--- config.mk ---
export PLATFORM = sky130hd
export DESIGN_NAME = apb_master_flat
export DESIGN_NICKNAME = d
export VERILOG_FILES = /design/src/rtl/apb_master_if.sv /design/src/rtl/apb_master.sv /design/src/flat_wrapper.sv
export SDC_FILE = /design/constraint.sdc
export NUM_CORES = 1
export LEC_CHECK = 0
export ABC_AREA = 1
export BUFFER_PORTS_ARGS = -buffer_cell sky130_fd_sc_hd__buf_4
export CAP_MARGIN = 20
export CORE_AREA = 2 2 57 59
export DETAILED_ROUTE_END_ITERATION = 10
export DIE_AREA = 0 0 59 61
export MAX_ROUTING_LAYER = met4
export PLACE_DENSITY = 0.75
export SYNTH_ARGS = -nofsm -noshare
export SYNTH_HDL_FRONTEND = slang
export SYNTH_SLANG_ARGS = --single-unit
--- constraint.sdc ---
create_clock -name clk -period 1.8 [get_ports clk]
set_input_delay 0.18 -clock clk [delete_from_list [all_inputs] [get_ports clk]]
set_output_delay 0.18 -clock clk [all_outputs]
set_load 0.03 [all_outputs]
--- src/rtl/apb_master_if.sv ---
// rtl/apb_master_if.sv - command/response and APB bus bundle for apb_master
//
// Purpose: groups the local command port, the response port and the APB
// requester-side signals of apb_master into one bundle.
// Signals:
//   cmd_valid/cmd_ready/cmd_write/cmd_addr/cmd_wdata  command handshake
//   rsp_valid/rsp_rdata/rsp_err/rsp_timeout           response pulse and fields
//   psel/penable/pwrite/paddr/pwdata                  APB requester outputs
//   prdata/pready/pslverr                             APB responder returns
// Modports: master (the apb_master block), slave (command source + responder).
interface apb_master_if #(
  parameter int addrWidth = 2,
  parameter int dataWidth = 8
);
  logic                 cmd_valid;
  logic                 cmd_ready;
  logic                 cmd_write;
  logic [addrWidth-1:0] cmd_addr;
  logic [dataWidth-1:0] cmd_wdata;
  logic                 rsp_valid;
  logic [dataWidth-1:0] rsp_rdata;
  logic                 rsp_err;
  logic                 rsp_timeout;
  logic                 psel;
  logic                 penable;
  logic                 pwrite;
  logic [addrWidth-1:0] paddr;
  logic [dataWidth-1:0] pwdata;
  logic [dataWidth-1:0] prdata;
  logic                 pready;
  logic                 pslverr;

  modport master (
    input  cmd_valid, cmd_write, cmd_addr, cmd_wdata, prdata, pready, pslverr,
    output cmd_ready, rsp_valid, rsp_rdata, rsp_err, rsp_timeout,
    output psel, penable, pwrite, paddr, pwdata
  );

  modport slave (
    output cmd_valid, cmd_write, cmd_addr, cmd_wdata, prdata, pready, pslverr,
    input  cmd_ready, rsp_valid, rsp_rdata, rsp_err, rsp_timeout,
    input  psel, penable, pwrite, paddr, pwdata
  );
endinterface

--- src/rtl/apb_master.sv ---
// rtl/apb_master.sv - single-beat APB requester with access timeout
//
// Purpose: accepts one command at a time, runs SETUP then ACCESS on APB,
// tolerates wait states, aborts after timeoutCycles ACCESS cycles (0 = never)
// and returns a one-cycle response pulse with read data and error status.
// Ports:
//   clk    rising-edge clock
//   reset  asynchronous, active-low reset
//   bus    apb_master_if.master: command, response and APB signals
module apb_master #(
  parameter int addrWidth     = 2,
  parameter int dataWidth     = 8,
  parameter int timeoutCycles = 16
) (
  input  logic           clk,
  input  logic           reset,
  apb_master_if.master   bus
);

  typedef enum logic [1:0] {
    IDLE   = 2'd0,
    SETUP  = 2'd1,
    ACCESS = 2'd2,
    RESP   = 2'd3
  } state_t;

  // The counter only has to reach timeoutCycles-1: the abort is decided in the
  // ACCESS cycle that would make it the timeoutCycles-th stalled cycle.
  localparam int CNT_W = (timeoutCycles > 2) ? $clog2(timeoutCycles) : 1;
  localparam logic [CNT_W-1:0] CNT_LAST =
    CNT_W'((timeoutCycles > 0) ? timeoutCycles - 1 : 0);
  localparam bit TO_EN = (timeoutCycles != 0);

  state_t               state_q, state_d;
  logic [CNT_W-1:0]     cnt_q, cnt_d;
  logic                 cmd_ready_q, cmd_ready_d;
  logic                 psel_q, psel_d;
  logic                 penable_q, penable_d;
  logic                 pwrite_q, pwrite_d;
  logic [addrWidth-1:0] paddr_q, paddr_d;
  logic [dataWidth-1:0] pwdata_q, pwdata_d;
  logic                 rsp_valid_q, rsp_valid_d;
  logic [dataWidth-1:0] rsp_rdata_q, rsp_rdata_d;
  logic                 rsp_err_q, rsp_err_d;
  logic                 rsp_timeout_q, rsp_timeout_d;
  logic                 timeout_hit;

  // pready wins over the limit on the same cycle.
  assign timeout_hit = TO_EN && !bus.pready && (cnt_q == CNT_LAST);

  always_comb begin
    state_d       = state_q;
    cnt_d         = cnt_q;
    pwrite_d      = pwrite_q;
    paddr_d       = paddr_q;
    pwdata_d      = pwdata_q;
    rsp_rdata_d   = rsp_rdata_q;
    rsp_err_d     = rsp_err_q;
    rsp_timeout_d = rsp_timeout_q;

    case (state_q)
      IDLE: begin
        if (bus.cmd_valid) begin
          pwrite_d = bus.cmd_write;
          paddr_d  = bus.cmd_addr;
          pwdata_d = bus.cmd_wdata;
          state_d  = SETUP;
        end
      end
      SETUP: begin
        cnt_d   = '0;
        state_d = ACCESS;
      end
      ACCESS: begin
        if (bus.pready) begin
          rsp_err_d     = bus.pslverr;
          rsp_rdata_d   = pwrite_q ? '0 : bus.prdata;
          rsp_timeout_d = 1'b0;
          state_d       = RESP;
        end else if (timeout_hit) begin
          rsp_err_d     = 1'b1;
          rsp_rdata_d   = '0;
          rsp_timeout_d = 1'b1;
          state_d       = RESP;
        end else begin
          cnt_d = cnt_q + CNT_W'(1);
        end
      end
      RESP: begin
        state_d = IDLE;
      end
      default: begin
        state_d = IDLE;
      end
    endcase

    // Outputs are decoded from the next state so they leave the flops aligned
    // with the state they belong to.
    cmd_ready_d = (state_d == IDLE);
    psel_d      = (state_d == SETUP) || (state_d == ACCESS);
    penable_d   = (state_d == ACCESS);
    rsp_valid_d = (state_d == RESP);
  end

  always_ff @(posedge clk or negedge reset) begin
    if (!reset) begin
      state_q       <= IDLE;
      cnt_q         <= '0;
      cmd_ready_q   <= 1'b1;
      psel_q        <= 1'b0;
      penable_q     <= 1'b0;
      pwrite_q      <= 1'b0;
      paddr_q       <= '0;
      pwdata_q      <= '0;
      rsp_valid_q   <= 1'b0;
      rsp_rdata_q   <= '0;
      rsp_err_q     <= 1'b0;
      rsp_timeout_q <= 1'b0;
    end else begin
      state_q       <= state_d;
      cnt_q         <= cnt_d;
      cmd_ready_q   <= cmd_ready_d;
      psel_q        <= psel_d;
      penable_q     <= penable_d;
      pwrite_q      <= pwrite_d;
      paddr_q       <= paddr_d;
      pwdata_q      <= pwdata_d;
      rsp_valid_q   <= rsp_valid_d;
      rsp_rdata_q   <= rsp_rdata_d;
      rsp_err_q     <= rsp_err_d;
      rsp_timeout_q <= rsp_timeout_d;
    end
  end

  assign bus.cmd_ready   = cmd_ready_q;
  assign bus.psel        = psel_q;
  assign bus.penable     = penable_q;
  assign bus.pwrite      = pwrite_q;
  assign bus.paddr       = paddr_q;
  assign bus.pwdata      = pwdata_q;
  assign bus.rsp_valid   = rsp_valid_q;
  assign bus.rsp_rdata   = rsp_rdata_q;
  assign bus.rsp_err     = rsp_err_q;
  assign bus.rsp_timeout = rsp_timeout_q;

endmodule
--- src/flat_wrapper.sv ---
// flat-port wrapper written by rule: the top's interface ports become plain ports
module apb_master_flat 
#(
  parameter int addrWidth     = 2,
  parameter int dataWidth     = 8,
  parameter int timeoutCycles = 16
)
  (clk, reset, bus_cmd_valid, bus_cmd_write, bus_cmd_addr, bus_cmd_wdata, bus_prdata, bus_pready, bus_pslverr, bus_cmd_ready, bus_rsp_valid, bus_rsp_rdata, bus_rsp_err, bus_rsp_timeout, bus_psel, bus_penable, bus_pwrite, bus_paddr, bus_pwdata);
  apb_master_if #(.addrWidth(addrWidth), .dataWidth(dataWidth)) bus_i ();
  input  logic clk;
  input  logic reset;
  input wire logic [$bits(bus_i.cmd_valid)-1:0] bus_cmd_valid;
  input wire logic [$bits(bus_i.cmd_write)-1:0] bus_cmd_write;
  input wire logic [$bits(bus_i.cmd_addr)-1:0] bus_cmd_addr;
  input wire logic [$bits(bus_i.cmd_wdata)-1:0] bus_cmd_wdata;
  input wire logic [$bits(bus_i.prdata)-1:0] bus_prdata;
  input wire logic [$bits(bus_i.pready)-1:0] bus_pready;
  input wire logic [$bits(bus_i.pslverr)-1:0] bus_pslverr;
  output wire logic [$bits(bus_i.cmd_ready)-1:0] bus_cmd_ready;
  output wire logic [$bits(bus_i.rsp_valid)-1:0] bus_rsp_valid;
  output wire logic [$bits(bus_i.rsp_rdata)-1:0] bus_rsp_rdata;
  output wire logic [$bits(bus_i.rsp_err)-1:0] bus_rsp_err;
  output wire logic [$bits(bus_i.rsp_timeout)-1:0] bus_rsp_timeout;
  output wire logic [$bits(bus_i.psel)-1:0] bus_psel;
  output wire logic [$bits(bus_i.penable)-1:0] bus_penable;
  output wire logic [$bits(bus_i.pwrite)-1:0] bus_pwrite;
  output wire logic [$bits(bus_i.paddr)-1:0] bus_paddr;
  output wire logic [$bits(bus_i.pwdata)-1:0] bus_pwdata;
  assign bus_i.cmd_valid = bus_cmd_valid;
  assign bus_i.cmd_write = bus_cmd_write;
  assign bus_i.cmd_addr = bus_cmd_addr;
  assign bus_i.cmd_wdata = bus_cmd_wdata;
  assign bus_i.prdata = bus_prdata;
  assign bus_i.pready = bus_pready;
  assign bus_i.pslverr = bus_pslverr;
  assign bus_cmd_ready = bus_i.cmd_ready;
  assign bus_rsp_valid = bus_i.rsp_valid;
  assign bus_rsp_rdata = bus_i.rsp_rdata;
  assign bus_rsp_err = bus_i.rsp_err;
  assign bus_rsp_timeout = bus_i.rsp_timeout;
  assign bus_psel = bus_i.psel;
  assign bus_penable = bus_i.penable;
  assign bus_pwrite = bus_i.pwrite;
  assign bus_paddr = bus_i.paddr;
  assign bus_pwdata = bus_i.pwdata;
  apb_master #(.addrWidth(addrWidth), .dataWidth(dataWidth), .timeoutCycles(timeoutCycles)) u_core (.clk(clk), .reset(reset), .bus(bus_i));
endmodule
==> metrics <==
final hold vios 0; Pre-Repair DR Iteration Count 4; average vias per placed instance 4.82; Reg area 777 um2; worst setup path start u_core.state_q[0]$_DFF_PN0_; Final Worst Setup Slack 0.216 ns; GR Overflow Total 0; Worst setup SP type flop; Die Span Y 61 um; drt wl/cell 11.4 um; Avg Cell Area, Syn 8.82 um2; io pins 49; number of synthesized register bits 31; crit end category flop; post-CTS setup buffers 0; Synth Net Count 186; DRC viols 0; warnings from Yosys 0; Num CTS Buffers 5; final WL 2770 um; RSZ-0062 raised after global routing no; crit-path leading delay family adder cells; detailed placement HPWL 2130 um; global-route wire length before repair 4710 um; endpoints failing setup 0; worst-path fanout max 5; Critical-path top delay cell dfrtp_1; final-report max-slew violation count 0; worst slew pin tran 0.377 ns; via count 1166; IO buf count 48; Core ar. 0.00295 mm2; Root Buffer clkbuf_4; sum of negative setup slack 0 ns; leading post-synthesis cells by cell area dfrtp_1 55%, nand2_1 20%, ha_1 7.4%; layout cells sized above 1 30.1%; Achievable Freq 631 MHz; clock slew at the register clock pins of the worst setup and hold paths 0.09 ns; Peak VDD IR 879 uV; share of the synthesized area in the top cell type 55.3%; initial core utilization 46.0%; 1st-iter DRT viols 61; most common cell after layout, fill and taps aside nand2_1; Pleak 1.05 nW; Hold Buf Count CTS 1; worst skew pair latency 0.33 ns; NumNets Final 240; CP bufs+invs 2; hold path startpoint bus_prdata[6]; DRT antenna net count 0; leading area contributor after synthesis dfrtp_1; Clock Path Buffers 2; Crit path required time 2.02 ns; min Tclk post-route 1.58 ns; pre-CTS setup slack 0.231 ns; most frequent cells in the layout 73 x nand2_1, 49 x buf_4, 30 x dfrtp_1; Tot Pwr 3.30 mW; HP Class in2reg; Layout Skew 0.00396 ns; TritonCTS sink count 31; FILL cells 261; Seq/Total Area, Yosys 57.2%; Mapped Cells 154; Mapped Area 0.00136 mm2; post-cts resize count 0; max_cap viols 0; Yosys cell types 15; area delta synth->final 34.8%; crit path DAT 1.80 ns; PD cells 1810 mW/mm2; routability cong. 0.783; H-tree depth 2; outcome finished, final reports clean; Die X 59 um; Rows 20; full die area 0.00360 mm2; total track usage 18.2%; critical path class reg2reg; number of global-route vias before repair 1112; fin crit share 88.0%; worst r2r src u_core.state_q[0]$_DFF_PN0_; Worst path max stage delay 0.41 ns; antenna fix cells 0; Max-slew headroom 74.8%; multi-input logic area 528 um2; initial antenna violation count 0; pin count of the biggest net entering global routing 32; critical-path cell list inv_1 > ha_1 > inv_1 > o21ai_1 > o21ai_0 > nand2_1 > ha_1; TritonCTS clock tree yes
==> worst min-delay path: stages <==
cell     delay [ns]
buf_4          0.07
nand2_1        0.04
nand2_1        0.05
==> layer usage <==
metal  share of wire, %  track usage [%]  wire, um  up-vias
li1                   -                -         -      587
met4                1.3             4.87        36        0
met1                 43             20.8      1200      531
met2                 48             30.5      1340       44
met3                7.2             6.61       198        4
met5                  0                -         0        -
==> sequential cells by signal, indices dropped and copies added (netlist names) <==
name / cells
u_core.bus.cmd_ready: 1
u_core.bus.paddr: 2
u_core.bus.penable: 1
u_core.bus.psel: 1
u_core.bus.pwdata: 8
u_core.bus.pwrite: 1
u_core.bus.rsp_err: 1
u_core.bus.rsp_rdata: 8
u_core.bus.rsp_timeout: 1
u_core.bus.rsp_valid: 1
u_core.cnt_q: 4
u_core.state_q: 2
==> final cells by class <==
| cell class | count | area share (%) |
|---|---|---|
| Multi-Input combinational cell | 110 | 28.8 |
| Inverter | 10 | 2.05 |
| Sequential cell | 31 | 42.4 |
| Timing Repair Buffer | 50 | 20.6 |
| Tap cell | 33 | 2.26 |
| Clock buffer | 8 | 3.76 |
==> final timing paths <==
kind / endpoint / slack [ns] / cells past startpoint
worst max-delay path: u_core.bus.psel$_DFF_PN0_ / 0.22 / 7
worst min-delay path: u_core.bus.rsp_rdata[6]$_DFFE_PN0P_ / 0.05 / 3
worst max register to register: u_core.bus.psel$_DFF_PN0_ / 0.22 / 7
worst min register to register: u_core.bus.rsp_rdata[2]$_DFFE_PN0P_ / 0.48 / 2
max in group asynchronous: u_core.bus.cmd_ready$_DFF_PN1_ / 1.18 / 2
min in group asynchronous: u_core.bus.rsp_err$_DFFE_PN0P_ / 0.31 / 2
==> report_power, final <==
group	total [mW]	switching [mW]	internal [mW]
clock	0.452	0.222	0.230
sequential	1.19	0.183	1.00
combinational	1.67	1.07	0.599
total	3.30	1.47	1.83
==> Yosys cell counts <==
library cell and number:
nand2_1 73, nand2_2 4, inv_2 1, nor2_1 4
o21ai_0 3, or2_1 1, dfrtp_1 30, buf_2 3
dfstp_2 1, nand4_1 1, nor2_4 1, nand3_1 14
o21ai_1 1, ha_1 8, inv_1 9
==> stage by stage <==
step	utilization (%)	hold slack (ns)	cells	cell area, um2
global route	62.0	0.0362	242	1830
global placement	59.3	0.123	233	1750
finish	62.0	0.0458	242	1830
floorplan	-	-0.116	154	1360
CTS	62.0	0.0310	242	1830
detailed placement	59.3	0.134	233	1750
==> cell families after synthesis <==
family / count (synthesis) / share of synthesized area [%]
simple gates: 98 / 30.0
flops: 31 / 57.2
buf+inv: 13 / 3.87
fa+ha+maj: 8 / 7.37
compound gates: 4 / 1.47
Note: power is estimated with default switching activity, not from simulation.
